### src/rtl/sipo_rx_pkg.sv
// rtl/sipo_rx_pkg.sv - shared types and frame-length helper for the SIPO receiver
// Optional feature macro: SIPO_RX_PARITY_CHECK_EN (adds one even-parity bit per frame).
package sipo_rx_pkg;

    typedef enum logic [1:0] {
        IDLE   = 2'd0,
        SHIFT  = 2'd1,
        PARITY = 2'd2
    } state_t;

`ifdef SIPO_RX_PARITY_CHECK_EN
    localparam int PARITY_BITS = 1;
`else
    localparam int PARITY_BITS = 0;
`endif

    function automatic int frame_bits(input int data_width);
        return data_width + PARITY_BITS;
    endfunction

endpackage

### src/rtl/sipo_rx_out_buf.sv
// rtl/sipo_rx_out_buf.sv - valid/ready holding register for received words
// Owns the parallel output, its parity flag, the valid flag and overrun detection.
module sipo_rx_out_buf #(
    parameter int DATA_WIDTH = 8
) (
    input  logic                  Clk_In,
    input  logic                  Reset_In,
    input  logic                  load,
    input  logic [DATA_WIDTH-1:0] load_data,
    input  logic                  load_parity_err,
    input  logic                  Data_Ready_In,
    output logic [DATA_WIDTH-1:0] Parallel_Data_Out,
    output logic                  Data_Valid_Out,
    output logic                  Parity_Error_Out,
    output logic                  Overrun_Error_Out
);

    // A new word may land when the slot is empty or is being drained on this edge.
    logic slot_free;
    assign slot_free = !Data_Valid_Out || Data_Ready_In;

    always_ff @(posedge Clk_In) begin
        if (Reset_In) begin
            Parallel_Data_Out <= '0;
            Data_Valid_Out    <= 1'b0;
            Parity_Error_Out  <= 1'b0;
            Overrun_Error_Out <= 1'b0;
        end else begin
            Overrun_Error_Out <= 1'b0;
            if (load && slot_free) begin
                Parallel_Data_Out <= load_data;
                Parity_Error_Out  <= load_parity_err;
                Data_Valid_Out    <= 1'b1;
            end else if (load) begin
                Overrun_Error_Out <= 1'b1;
            end else if (Data_Ready_In) begin
                Data_Valid_Out <= 1'b0;
            end
        end
    end

endmodule

### src/rtl/serial_in_parallel_out_sipo_rx.sv
// rtl/serial_in_parallel_out_sipo_rx.sv - LSB-first serial receiver with framed valid/ready output
// Optional feature macro: SIPO_RX_PARITY_CHECK_EN (even-parity bit after the data bits).
module serial_in_parallel_out_sipo_rx
    import sipo_rx_pkg::*;
#(
    parameter  int DATA_WIDTH = 8,
    localparam int CNT_WIDTH  = $clog2(DATA_WIDTH + 1)
) (
    input  logic                  Clk_In,
    input  logic                  Reset_In,
    input  logic                  Serial_Data_In,
    input  logic                  Serial_Valid_In,
    input  logic                  Frame_Start_In,
    output logic [DATA_WIDTH-1:0] Parallel_Data_Out,
    output logic                  Data_Valid_Out,
    input  logic                  Data_Ready_In,
    output logic                  Busy_Out,
    output logic                  Overrun_Error_Out,
    output logic                  Parity_Error_Out
);

    state_t                state, state_next;
    logic [CNT_WIDTH-1:0]  count, count_next;
    logic [DATA_WIDTH-1:0] shift_reg, shift_next, shifted;
    logic [DATA_WIDTH-1:0] word_data;
    logic                  word_load, word_perr;

    assign shifted  = {Serial_Data_In, shift_reg[DATA_WIDTH-1:1]};
    assign Busy_Out = (state != IDLE);

    always_ff @(posedge Clk_In) begin
        if (Reset_In) begin
            state     <= IDLE;
            count     <= '0;
            shift_reg <= '0;
        end else begin
            state     <= state_next;
            count     <= count_next;
            shift_reg <= shift_next;
        end
    end

    // A start strobe in any state re-frames: the incoming bit becomes bit0.
    always_comb begin
        state_next = state;
        count_next = count;
        shift_next = shift_reg;
        word_load  = 1'b0;
        word_data  = '0;
        word_perr  = 1'b0;
        if (Serial_Valid_In) begin
            if (Frame_Start_In) begin
                shift_next = shifted;
                count_next = CNT_WIDTH'(1);
                state_next = SHIFT;
            end else begin
                case (state)
                    SHIFT: begin
                        shift_next = shifted;
                        if (count == CNT_WIDTH'(DATA_WIDTH - 1)) begin
                            count_next = '0;
`ifdef SIPO_RX_PARITY_CHECK_EN
                            state_next = PARITY;
`else
                            state_next = IDLE;
                            word_load  = 1'b1;
                            word_data  = shifted;
`endif
                        end else begin
                            count_next = count + CNT_WIDTH'(1);
                        end
                    end
`ifdef SIPO_RX_PARITY_CHECK_EN
                    PARITY: begin
                        // The parity bit is checked but never shifted into the word.
                        state_next = IDLE;
                        word_load  = 1'b1;
                        word_data  = shift_reg;
                        word_perr  = ^{shift_reg, Serial_Data_In};
                    end
`endif
                    default: state_next = IDLE;
                endcase
            end
        end
    end

    sipo_rx_out_buf #(
        .DATA_WIDTH(DATA_WIDTH)
    ) u_out_buf (
        .Clk_In            (Clk_In),
        .Reset_In          (Reset_In),
        .load              (word_load),
        .load_data         (word_data),
        .load_parity_err   (word_perr),
        .Data_Ready_In     (Data_Ready_In),
        .Parallel_Data_Out (Parallel_Data_Out),
        .Data_Valid_Out    (Data_Valid_Out),
        .Parity_Error_Out  (Parity_Error_Out),
        .Overrun_Error_Out (Overrun_Error_Out)
    );

endmodule

### config.mk
export PLATFORM = sky130hd
export DESIGN_NAME = serial_in_parallel_out_sipo_rx
export DESIGN_NICKNAME = d
export VERILOG_FILES = /design/src/rtl/sipo_rx_pkg.sv /design/src/rtl/sipo_rx_out_buf.sv /design/src/rtl/serial_in_parallel_out_sipo_rx.sv
export SDC_FILE = /design/constraint.sdc
export NUM_CORES = 1
export LEC_CHECK = 0
export BUFFER_PORTS_ARGS = -buffer_cell sky130_fd_sc_hd__buf_2
export CAP_MARGIN = 20
export CORE_MARGIN = 3
export CORE_UTILIZATION = 57
export DETAILED_ROUTE_END_ITERATION = 16
export GPL_TIMING_DRIVEN = 0
export MAX_ROUTING_LAYER = met4
export PLACE_DENSITY = 0.85
export SYNTH_ARGS = -nofsm -noshare
export SYNTH_HDL_FRONTEND = slang
export SYNTH_HIERARCHICAL = 1
export SYNTH_SLANG_ARGS = --single-unit
export TNS_END_PERCENT = 30
### constraint.sdc
create_clock -name Clk_In -period 4.1 [get_ports Clk_In]
set_clock_uncertainty 0.15 [all_clocks]
set_input_delay 0.205 -clock Clk_In [delete_from_list [all_inputs] [get_ports Clk_In]]
set_output_delay 0.205 -clock Clk_In [all_outputs]
set_load 0.01 [all_outputs]
# After elaboration in Yosys (flattened, before gate mapping)
# Index checks and enable logic that the tools add are counted.
[totals] reg_bits=24 latch_bits=0 ram_bits=0 rom_bits=0 inputBits=6 out_inout_bits=12 word_cells=41 n_memories=0
[op_classes] n_addsub=1 mul=0 n_div=0 magnitude_cmp=0 n_eq_ne=4 shift=0 n_mux=20 bitwise=0 n_reduce_logical=10
[op_table] operator="$mux 8" n=6
[op_table] operator="$mux 4" n=3
[op_table] operator="$mux 1" n=8
[op_table] operator="$mux 2" n=3
[op_table] operator="$reduce_and 2->1" n=3
[op_table] operator="$reduce_bool 2->1" n=3
[op_table] operator="$add 4x1->4 const B" n=1
[op_table] operator="$eq 4x3->1 const B" n=1
[op_table] operator="$ne 3x3->1 const B" n=1
[op_table] operator="$eq 2x1->1 const B" n=1
[op_table] operator="$ne 2x2->1 const B" n=1
[op_table] operator="$reduce_or 2->1" n=1
[op_table] operator="$logic_and 1x1->1" n=1
[op_table] operator="$logic_not 1->1" n=1
[op_table] operator="$logic_or 1x1->1" n=1

# Depth between registers and ports, before layout
[depth] word_depth=8 mapped_depth=7 depth_no_buf=5

# Cells and area by module
# Netlist, hierarchy kept.
[modules_own_cells] module="serial_in_parallel_out_sipo_rx" n_inst=1 cells_each=69 area_each_um2=563.0 seq_area_each_um2=240.2
[modules_own_cells] module="sipo_rx_out_buf" n_inst=1 cells_each=46 area_each_um2=479.2 seq_area_each_um2=220.2

# Worst setup path before layout
# No wires, ideal clock.
[synth_path] kind="flip-flop to flip-flop" from="register state[0]" to="register u_out_buf.Parallel_Data_Out[0]" setup_time_ps=72 t_arrival_ps=1487 t_required_ps=3878 setup_slack_ps=2392 stages_incl_launch_ff=7 n_path_buf=2 synth_period_minus_slack_ps=1708 path_cell_list="dfxtp_1 and3b_2 and4b_1 buf_6 a21boi_2 buf_6 mux2i_1"
[synth_between] elab_chain_len=5 word_cells_on_any_way=8 cone_classes="eq/ne: 1; mux: 6; reduce/logical: 1"
[synth_rtl] element="start, declared" line="serial_in_parallel_out_sipo_rx.sv:22" source="state_t state, state_next;"
[synth_rtl] element="start signal, assigned" line="serial_in_parallel_out_sipo_rx.sv:37" source="state <= state_next;"
[synth_rtl] element="$eq 2x1->1" line="serial_in_parallel_out_sipo_rx.sv:57" source="case (state)"
[synth_rtl] element="$mux 1" line="serial_in_parallel_out_sipo_rx.sv:57"
[synth_rtl] element="$mux 1" line="serial_in_parallel_out_sipo_rx.sv:52" source="if (Frame_Start_In) begin"
[synth_rtl] element="$mux 1" line="serial_in_parallel_out_sipo_rx.sv:51" source="if (Serial_Valid_In) begin"
[synth_rtl] element="net word_load" line="serial_in_parallel_out_sipo_rx.sv:26" source="logic word_load, word_perr;"
[synth_rtl] element="$logic_and 1x1->1" line="sipo_rx_out_buf.sv:30" source="if (load && slot_free) begin"
[synth_rtl] element="end signal, assigned" line="sipo_rx_out_buf.sv:31" source="Parallel_Data_Out <= load_data;"
[synth_rtl] element="end, declared" line="sipo_rx_out_buf.sv:12" source="output logic [DATA_WIDTH-1:0] Parallel_Data_Out,"
# The timed path passes the listed nets, and every way through them passes these cells.
# A chain may end at the register's enable or synchronous reset.

# Worst setup path in the final report
[layout_path] from="register state[0]" to="register u_out_buf.Parallel_Data_Out[7]"
# Same word-level chain as after synthesis.

==> flow_summary_export.csv <==
group,metric,value,unit
outcome,status,"completed",
cts,clkTransAtPathRegs,0.12,ns
sta,setup_tns,0,ns
cts,h-tree-depth,1,
place,place_hpwl,1420,um
routing,via_per_inst,5.13,
grt,globalRouteTotalUtil,16.8,%
critical_path,start_kind,"register",
grt,grt_pass1_wl,3080,um
sta,rsz0062_at_grt,"no",
sta,setup_viol,0,
routing,detail_route.wirelength,1920,um
place,gp_congestion,0.745,
floorplan,num_io_pins,18,
yosys,ys_ff_latch,23,
routing,num_vias,826,
critical_path,critical-path-slowest-cell,"dfxtp_1",
power,power_leakage,0.471,nW
layout,utilization,74.5,%
routing,drcViolationCount,0,
cts,root_buffer,"clkbuf_4",
critical_path,cp_top_family,"flip-flops",
floorplan,start_util,64.7,%
yosys,synth_edf_count,0,
grt,grt_max_degree,14,
cts,hold_buffers,2,
place,placedCellCount,155,
critical_path,criticalPathCategory,"reg -> reg",
cts,post-cts-setup-buffer-count,0,
yosys,syn_nets,122,
layout,drive_gt1_share,20.4,%
critical_path,crit_buf_inv,2,
sta,finalCritPeriodShare,44.9,%
grt,gr-total-overflow,0,
critical_path,end_kind,"register",
worst_hold_path,min-delay-path-class,"in -> reg",
job,drv_cap,0,
yosys,synth_cells,115,
sta,slew_violations,0,
sta,max_freq,0.543,GHz
sta,fin_crit,1.84,ns
cts,numCtsBuffers,3,
yosys,synth.distinct_cells,30,
cts,cts_tree,"built",
power,irDropWorstVdd,0.187,mV
routing,ant_nets,0,
yosys,synthArstFlopShare,0,%
floorplan,coreArea,0.00161,mm^2
layout,final_cells,161,
grt,antenna_found_initial,0,
routing,first_pass_iters,4,
cts,clock_latency,0.30,ns
critical_path,crit_path_max_incr_delay,0.48,ns
routing,wl_per_cell,11.9,um
yosys,synth_flop_cell,"dfxtp_1",
layout,largest_reg_flops,8,
critical_path,cp.required,4.18,ns
floorplan,fp.dieW,48.8,um
critical_path,crit_chain,"and3b_2, and4b_1, buf_6, a21boi_2, buf_6, mux2i_1",
sta,hold_viol,0,
floorplan,die_h,48.8,um
layout,area_growth,15.1,%
layout,diodes,0,
cts,clockBufferDepth,2,
critical_path,path_max_fanout,11,
layout,fillers,127,
cts,cts_resized,0,
cts,cts_num_sinks,23,
floorplan,die-area,0.00238,mm^2
yosys,syn_area_per_cell,9.06,um^2
grt,grt_pass1_vias,757,
yosys,yosysWarnings,6,
power,power.density,295,mW/mm^2
critical_path,arrival,1.92,ns
critical_path,crit_top_cell,"buf_6",
layout,layout.nets,145,
yosys,yosysSeqAreaShare,44.2,%
routing,drtIter0Drc,8,
floorplan,fp-row-count,14,
place,io_buffers,16,
yosys,synthesis.area,0.00104,mm^2
-- synthesized netlist by cell type, drive strengths merged (2+ instances only) --
master  instances  share of area (%)
nand2          18                6.5
dfxtp          23                 44
clkbuf          3                1.2
inv             2               0.72
and2            8                4.8
nor2            2               0.72
nand3b          2                1.4
buf             3                2.6
nand2b         18                 11
o21ai           2                1.3
mux2i           9                8.6
a21oi          10                4.8
-- stage by stage --
| stage | hold slack (ns) | setup slack [ns] | power, mW | cell area (um^2) |
|---|---|---|---|---|
| after floorplan | 0.127 | 2.39 | 0.249 | 1040 |
| after global placement | 0.291 | 2.35 | 0.256 | 1150 |
| after detailed placement | 0.302 | 2.28 | 0.256 | 1150 |
| after CTS | 0.0551 | 2.25 | 0.358 | 1200 |
| after global routing | 0.0503 | 2.15 | 0.371 | 1200 |
| final | 0.0696 | 2.26 | 0.354 | 1200 |
-- cell usage in the layout, fill, tap and decap left out, drive strengths merged --
| master | instances |
|---|---|
| a22oi | 1 |
| nand2b | 18 |
| nand3 | 1 |
| nand3b | 2 |
| a21boi | 1 |
| and2 | 8 |
| ha | 1 |
| nand4b | 1 |
| nor2 | 2 |
| and3b | 1 |
| dlygate4sd3 | 2 |
| dfxtp | 23 |
| o31ai | 1 |
| o21ai | 2 |
| conb | 1 |
| mux2i | 9 |
| clkbuf | 6 |
| clkinv | 1 |
| a21o | 1 |
| and4bb | 1 |
| a31oi | 1 |
| inv | 2 |
| a311oi | 1 |
| a21oi | 10 |
| nand2 | 18 |
| xor2 | 1 |
| and4b | 1 |
| buf | 19 |
| o21a | 1 |
-- worst register-to-register path: stages (launching register included) --
cell and delay (ns):
dfxtp_1 0.48, and3b_2 0.26, and4b_1 0.21, buf_6 0.13, a21boi_2 0.17, buf_6 0.17, mux2i_1 0.21
-- worst paths after layout --
check,from,end,slack [ns],cells past startpoint
max reg2reg,state[0],u_out_buf/Parallel_Data_Out[7],2.26,6
max,state[0],u_out_buf/Parallel_Data_Out[7],2.26,6
min,Serial_Valid_In,count[2],0.07,2
min reg2reg,shift_reg[1],shift_reg[1],0.32,2
-- area by class of cell --
type / count / area [um^2] / share of cell area [%]
buffer: 6 / 40.0 / 3.34
clock buffer: 3 / 22.5 / 1.88
clock inverter: 1 / 5.00 / 0.417
inverter: 2 / 7.51 / 0.626
multi-input combinational: 84 / 534 / 44.5
sequential: 23 / 460 / 38.4
tap: 24 / 30.0 / 2.50
timing repair buffer: 18 / 100 / 8.34
-- per-layer routing --
layer	global-route usage, %	wire [um]	vias to the layer above
li1	-	-	428
met1	16.3	835	383
met2	33.0	1010	13
met3	2.76	59	2
met4	5.69	13	0
met5	-	0	-
-- logic make-up (layout without fill, tap and decap cells) --
logic type	count (synthesis)	after routing	share of synthesized area (%)
and+or+nand+nor	53	53	28.7
other	1	1	0.360
buffers and inverters	8	30	4.56
muxes	9	9	8.64
AOI/OAI and AO/OA	19	19	11.5
xor gates and xnor gates	1	1	0.840
adders and majority gates	1	1	1.20
DFF	23	23	44.2
-- power by group --
| group | internal (mW) | total (mW) | switching, mW |
|---|---|---|---|
| combinational | 0.0109 | 0.0243 | 0.0135 |
| clock | 0.0363 | 0.101 | 0.0649 |
| sequential | 0.226 | 0.229 | 0.00283 |
(Power assumes the default switching activity.)
